## config.mk

```make
export PLATFORM = sky130hd
export DESIGN_NAME = id_ex_elastic_reg
export DESIGN_NICKNAME = d
export VERILOG_FILES = /design/src/rtl/id_ex_elastic_reg.sv
export SDC_FILE = /design/constraint.sdc
export NUM_CORES = 1
export LEC_CHECK = 0
export BUFFER_PORTS_ARGS = -buffer_cell sky130_fd_sc_hd__clkbuf_2
export CORE_MARGIN = 3
export CORE_UTILIZATION = 45
export DETAILED_ROUTE_END_ITERATION = 12
export PLACE_DENSITY_LB_ADDON = 0.2
export SYNTH_ARGS = -nofsm -noshare
export SYNTH_HDL_FRONTEND = slang
export SYNTH_SLANG_ARGS = --single-unit
```

## constraint.sdc

```tcl
create_clock -name clk -period 42.5 [get_ports clk]
set_clock_uncertainty 0.2 [all_clocks]
set_input_delay 8.5 -clock clk [delete_from_list [all_inputs] [get_ports clk]]
set_output_delay 8.5 -clock clk [all_outputs]
set_load 0.05 [all_outputs]
```

## src/rtl/id_ex_elastic_reg.sv

```systemverilog
`default_nettype none
// ============================================================================
// Module   : id_ex_elastic_reg
// Brief    : Decode-to-execute valid/ready stage with a 2-entry skid buffer
//            and flush. Optional counters enabled by ID_EX_PERF_CNT_EN.
// Revision : 1.0
// ============================================================================
module id_ex_elastic_reg #(
    parameter int DATA_WIDTH     = 32,
    parameter int NUM_DATA       = 5,
    parameter int REGISTER_WIDTH = 5,
    parameter int CTRL_WIDTH     = 12
) (
    input  logic                           clk,
    input  logic                           rst_i,
    input  logic [NUM_DATA*DATA_WIDTH-1:0] data_d_i,
    input  logic [3*REGISTER_WIDTH-1:0]    regs_d_i,
    input  logic [CTRL_WIDTH-1:0]          ctrl_d_i,
    input  logic                           valid_d_i,
    output logic                           ready_d_o,
    input  logic                           flush_i,
    output logic [NUM_DATA*DATA_WIDTH-1:0] data_e_o,
    output logic [3*REGISTER_WIDTH-1:0]    regs_e_o,
    output logic [CTRL_WIDTH-1:0]          ctrl_e_o,
    output logic                           valid_e_o,
    input  logic                           ready_e_i,
    output logic [31:0]                    stall_cnt_o,
    output logic [31:0]                    flush_cnt_o
);

    localparam int c_bus_w  = NUM_DATA * DATA_WIDTH;
    localparam int c_regs_w = 3 * REGISTER_WIDTH;

    typedef enum logic [1:0] {
        ST_EMPTY = 2'd0,
        ST_FULL  = 2'd1,
        ST_SKID  = 2'd2
    } state_t;

    state_t r_state;
    state_t w_next_state;
    logic   r_ready;

    logic [c_bus_w-1:0]    r_main_data, r_skid_data;
    logic [c_regs_w-1:0]   r_main_regs, r_skid_regs;
    logic [CTRL_WIDTH-1:0] r_main_ctrl, r_skid_ctrl;

    logic w_valid_e;
    logic w_fire_in;
    logic w_fire_out;
    logic w_load_main_in;
    logic w_load_main_skid;
    logic w_load_skid;
    logic w_clear_main;

    assign w_valid_e  = (r_state != ST_EMPTY);
    assign w_fire_in  = valid_d_i & r_ready;
    assign w_fire_out = w_valid_e & ready_e_i;

    always_comb begin
        w_next_state     = r_state;
        w_load_main_in   = 1'b0;
        w_load_main_skid = 1'b0;
        w_load_skid      = 1'b0;
        w_clear_main     = 1'b0;
        if (flush_i) begin
            w_next_state = ST_EMPTY;
            w_clear_main = 1'b1;
        end else begin
            case (r_state)
                ST_EMPTY: begin
                    if (w_fire_in) begin
                        w_load_main_in = 1'b1;
                        w_next_state   = ST_FULL;
                    end
                end
                ST_FULL: begin
                    if (w_fire_in && w_fire_out) begin
                        w_load_main_in = 1'b1;
                    end else if (w_fire_in) begin
                        w_load_skid  = 1'b1;
                        w_next_state = ST_SKID;
                    end else if (w_fire_out) begin
                        w_clear_main = 1'b1;
                        w_next_state = ST_EMPTY;
                    end
                end
                ST_SKID: begin
                    // Skid is never bypassed: it always moves into MAIN first.
                    if (w_fire_out) begin
                        w_load_main_skid = 1'b1;
                        w_next_state     = ST_FULL;
                    end
                end
                default: begin
                    w_next_state = ST_EMPTY;
                    w_clear_main = 1'b1;
                end
            endcase
        end
    end

    always_ff @(posedge clk or posedge rst_i) begin
        if (rst_i) begin
            r_state <= ST_EMPTY;
            r_ready <= 1'b1;
        end else begin
            r_state <= w_next_state;
            r_ready <= (w_next_state != ST_SKID);
        end
    end

    always_ff @(posedge clk or posedge rst_i) begin
        if (rst_i) begin
            r_main_data <= '0;
            r_main_regs <= '0;
            r_main_ctrl <= '0;
            r_skid_data <= '0;
            r_skid_regs <= '0;
            r_skid_ctrl <= '0;
        end else begin
            if (w_load_main_in) begin
                r_main_data <= data_d_i;
                r_main_regs <= regs_d_i;
                r_main_ctrl <= ctrl_d_i;
            end else if (w_load_main_skid) begin
                r_main_data <= r_skid_data;
                r_main_regs <= r_skid_regs;
                r_main_ctrl <= r_skid_ctrl;
            end else if (w_clear_main) begin
                // Bubble: control and register indices go to zero, data holds.
                r_main_regs <= '0;
                r_main_ctrl <= '0;
            end
            if (w_load_skid) begin
                r_skid_data <= data_d_i;
                r_skid_regs <= regs_d_i;
                r_skid_ctrl <= ctrl_d_i;
            end
        end
    end

    assign ready_d_o = r_ready;
    assign valid_e_o = w_valid_e;
    assign data_e_o  = r_main_data;
    assign regs_e_o  = r_main_regs;
    assign ctrl_e_o  = r_main_ctrl;

`ifdef ID_EX_PERF_CNT_EN
    logic [31:0] r_stall_cnt;
    logic [31:0] r_flush_cnt;
    logic [1:0]  w_killed;

    // A MAIN entry leaving to execute in the flush cycle is not a kill.
    assign w_killed = {1'b0, (w_valid_e & ~ready_e_i)} + {1'b0, (r_state == ST_SKID)};

    always_ff @(posedge clk or posedge rst_i) begin
        if (rst_i) begin
            r_stall_cnt <= '0;
            r_flush_cnt <= '0;
        end else begin
            if (w_valid_e && !ready_e_i && !flush_i) begin
                r_stall_cnt <= r_stall_cnt + 32'd1;
            end
            if (flush_i) begin
                r_flush_cnt <= r_flush_cnt + {30'd0, w_killed};
            end
        end
    end

    assign stall_cnt_o = r_stall_cnt;
    assign flush_cnt_o = r_flush_cnt;
`else
    assign stall_cnt_o = 32'd0;
    assign flush_cnt_o = 32'd0;
`endif

endmodule
`default_nettype wire
```

* Word-level counts from Yosys, hierarchy flattened *
Index checks and enable logic that the tools add are counted.
W data, S select, Z words.

storage, ports and cells
  flip-flop bits (word level) = 377
  input bits = 192
  output and inout bits = 253
  logic and storage cells = 48

operators by class
  equal/unequal tests = 3
  multiplexer cells = 29
  bitwise gates (word level) = 2
  reduce and logical (&&, ||, !) cells = 6

operators with widths
  kind                  number
  $mux W160             2
  $mux W15              3
  $mux W12              3
  $mux W1               12
  $mux W2               6
  $pmux W2 S3           1
  $pmux W1 S2           2
  $reduce_bool A2 Y1    2
  $reduce_bool A3 Y1    1
  $and A1 B1 Y1         2
  $eq A2 B1 Y1 const B  1
  $eq A2 B2 Y1 const B  1
  $logic_not A2 Y1      1
  $ne A2 B2 Y1 const B  1
  $reduce_or A2 Y1      1
  $logic_and A1 B1 Y1   1

* Depth between registers and ports, before layout *
  depth after elaboration = 10
  gate-level depth with buffers = 8
  mapped depth without buffers = 4

* Least setup slack after synthesis *
Ideal clock, no wire load.

  kind = input to register
  from = input port ready_e_i
  to = register r_skid_data[105]
  setup time = 125 ps
  data arrival time = 9646 ps
  setup slack = 32529 ps
  stages on the path = 5
  path buffers = 2
  cell sequence = and2b_1 > nand4_2 > buf_2 > buf_2 > mux2_2

on the way
  longest elaborated chain between the ends = 5

RTL lines
  what                  RTL line  RTL
  from (decl)           26        input logic ready_e_i,
  $and A1 B1 Y1         58        assign w_fire_out = w_valid_e & ready_e_i;
  $logic_and A1 B1 Y1   78        if (w_fire_in && w_fire_out) begin
  $mux W1               78
  $mux W1               70        case (r_state)
  $mux W1               66        if (flush_i) begin
  to (signal assigned)  136       r_skid_data <= data_d_i;
  to (decl)             44        logic [c_bus_w-1:0] r_main_data, r_skid_data;

No other way between the ends.
A chain may end at the register's enable or synchronous reset.

* Final worst setup path *
  from = input port ready_e_i
  to = register r_skid_data[0]

The elaborated chain is that of the path after synthesis.

==> reports/summary.txt <==
Met2 Usage GRT: 34.29%
Die W: 191.0 um
Sequential area share after synthesis: 61.24%
Global Route Usage Sum: 20.38%
Vias in the first global route: 10800
DR DRC count: 0
Met1 usage: 25.10%
Core ar.: 33620 um^2
PostCTS Resize Cnt: 0
Minimum clock period: 11.68 ns
# IOs: 445
Clock Sink Count: 377
Synth Area in Compound Gates: 10.99%
Final setup viols: 0
Clock H-tree levels: 2
Worst Path Max Fanout: 79
Dpl hpwl: 24700 um
DR WL/cell: 18.17 um
Bufs on Longest Clock Path: 3
Worst hold margin: 0.2720 ns
Critical path startpoint category: primary input
Post-CTS Hold Fix Bufs: 0
Final Hold Viols: 0
Ys flop type: dfrtp_1
Min-delay worst type: reg2reg
Non-Filler Instances: 2103
Synth top area share: 61.07%
Leakage power: 9.911 nW
Area growth syn-to-layout: 21.41%
Fin nets: 1813
Syn avg cell area: 12.16 um^2
CTS tree: built
WL final: 38210 um
Synthesized-area fraction occupied by adder cells: 0%
Root Driver: clkbuf_16
Yosys top cell by area: dfrtp_1
Maximum number of pins on one net before global-route repair: 188
Flop and latch count out of synthesis: 377
Total Power: 1.095 mW
DIE AREA: 36490 um^2
Cells after Synth: 1267
I/O Buffers: 380
Clock-pin slew on the worst setup and hold paths: 0.06 ns
RD Place Congestion: 0.8159
Synthesized cell area: 15410 um^2
RSZ-0062 raised after global routing: false
Num CTS Buffers: 40
Max Cap Viol: 0
DR iter-0 viols: 494
Required time worst endpoint: 42.70 ns
Pins Over Slew Limit: 0
CP Class: in2reg
PwrDens: 58.55 nW/um^2
Arr. time, crit path: 11.88 ns
Tightest Pin Transition: 1.113 ns
Routed Antenna Nets: 0
Synth Warn #: 0
Ys async rst share: 100.0%
Worst IR Drop VDD: 32.37 uV
Gr busiest metal: met2
Area contributors post-synth: dfrtp_1 61%, mux2_2 14%, nand2_1 7.9%
Post-synthesis mux area share: 13.73%
Status: finished clean
Rows: 67
Post-CTS setup buffers: 0
Share of cells above drive strength 1: 39.43%
Die height: 191.0 um
List of most frequent post-synthesis cells: 376 x dfrtp_1, 323 x nand2_1, 187 x mux2_2
Starting Density: 45.83%
Inst Count DP: 2027
# fillers: 2955
DR vias: 10780
Initial antenna violation count: 4
Slew headroom: 25.80%
Overflow after GRT: 0
Post-Synth Simple-Gate Area: 8.454%
Post-synth EDFFs: 0
Count leader, synth: dfrtp_1
Synth Area in XOR/XNOR: 0%
Tcrit/Tclk final: 27.48%
Max Freq: 85.64 MHz
Global-route wire length before repair: 59260 um
Yosys cell types: 27
Largest family of logic cells by synthesized area: multiplexers
Vias per cell: 5.128
Clk_lat worst skew: 0.52 ns
First-pass DRT Iterations: 5
CP endpoint kind: flop
Setup TNS: 0 ns
M3 GR Usage: 5.685%
worst paths after layout:
check | slack [ns] | start | end | cells after the start
min | 0.27 | data_e_o[112] | data_e_o[112] | 2
max in group asynchronous | 31.98 | rst_i | data_e_o[102] | 4
min reg2reg | 0.27 | data_e_o[112] | data_e_o[112] | 2
max reg2reg | 38.46 | r_state[1] | r_skid_data[0] | 5
min in group asynchronous | 8.00 | rst_i | regs_e_o[8] | 2
max | 30.82 | ready_e_i | r_skid_data[0] | 6
kinds of logic after synthesis:
| logic type | after synthesis |
|---|---|
| AOI/OAI and AO/OA | 220 |
| buffers and inverters | 147 |
| DFF | 377 |
| muxes | 188 |
| other | 1 |
| and+or+nand+nor | 334 |
layout make-up:
cell class | instances | area (um^2) | share of cell area, %
repair buffers | 394 | 2019 | 10.80
well taps | 448 | 560.5 | 2.997
clock buffers | 60 | 1187 | 6.348
multi-input cells | 806 | 5386 | 28.80
flip-flops and latches | 377 | 9435 | 50.44
diodes | 4 | 10.01 | 0.05352
inverters | 2 | 15.01 | 0.08027
clock inverters | 12 | 90.09 | 0.4816
registers in the layout (all words and copies together) (netlist names):
name / cells
ctrl_e_o: 12
data_e_o: 160
r_skid_ctrl: 12
r_skid_data: 160
r_skid_regs: 15
r_state: 2
ready_d_o: 1
regs_e_o: 15
critical path, cell delays in order:
cell and delay, ns:
clkbuf_2 0.15, and2b_1 0.28, nand4_4 0.50, buf_4 0.95, buf_4 0.91, mux2_2 0.42
per-stage QoR:
stage               area [um^2]  util, %  worst slack, ns
floorplan                 15640        -            23.33
global route              18700    55.64            30.65
finish                    18700    55.64            30.82
CTS                       18690    55.61            30.88
global placement          17420    51.81            30.35
detailed placement        17420    51.81            30.32
cells in the final DEF, fill, tap and decap left out:
master      count
clkbuf_2      380
dfrtp_1       376
nand2_1       323
mux2_2        187
a22oi_1       160
conb_1         64
clkbuf_16      41
a22o_1         27
a21o_1         27
buf_4          13
clkbuf_1       10
clkbuf_8        9
clkinv_2        9
diode_2         4
nor2_1          3
o21a_1          3
clkinvlp_4      2
and2b_1         1
nand4_4         1
nor4bb_4        1
nor4_4          1
nand2b_1        1
a41oi_4         1
inv_1           1
mux2i_1         1
o22a_1          1
inv_8           1
a21oi_1         1
nor3_1          1
nor3_2          1
or2_2           1
bufinv_16       1
buf_12          1
dfstp_2         1
power by group:
group / total [mW] / internal, mW / leakage, nW / switching [mW]
Clock: 0.337 / 0.199 / 0.631 / 0.138
Combinational: 0.271 / 0.0824 / 4.60 / 0.188
Sequential: 0.487 / 0.444 / 4.68 / 0.0438
per-layer routing:
| metal | up-vias | wire [um] | share of wire, % |
|---|---|---|---|
| met1 | 5365 | 15030 | 39 |
| met3 | 69 | 2944 | 7.7 |
| met2 | 356 | 18910 | 49 |
| met5 | - | 0 | 0 |
| li1 | 4994 | - | - |
| met4 | 0 | 1332 | 3.5 |
(Power assumes the default switching activity.)
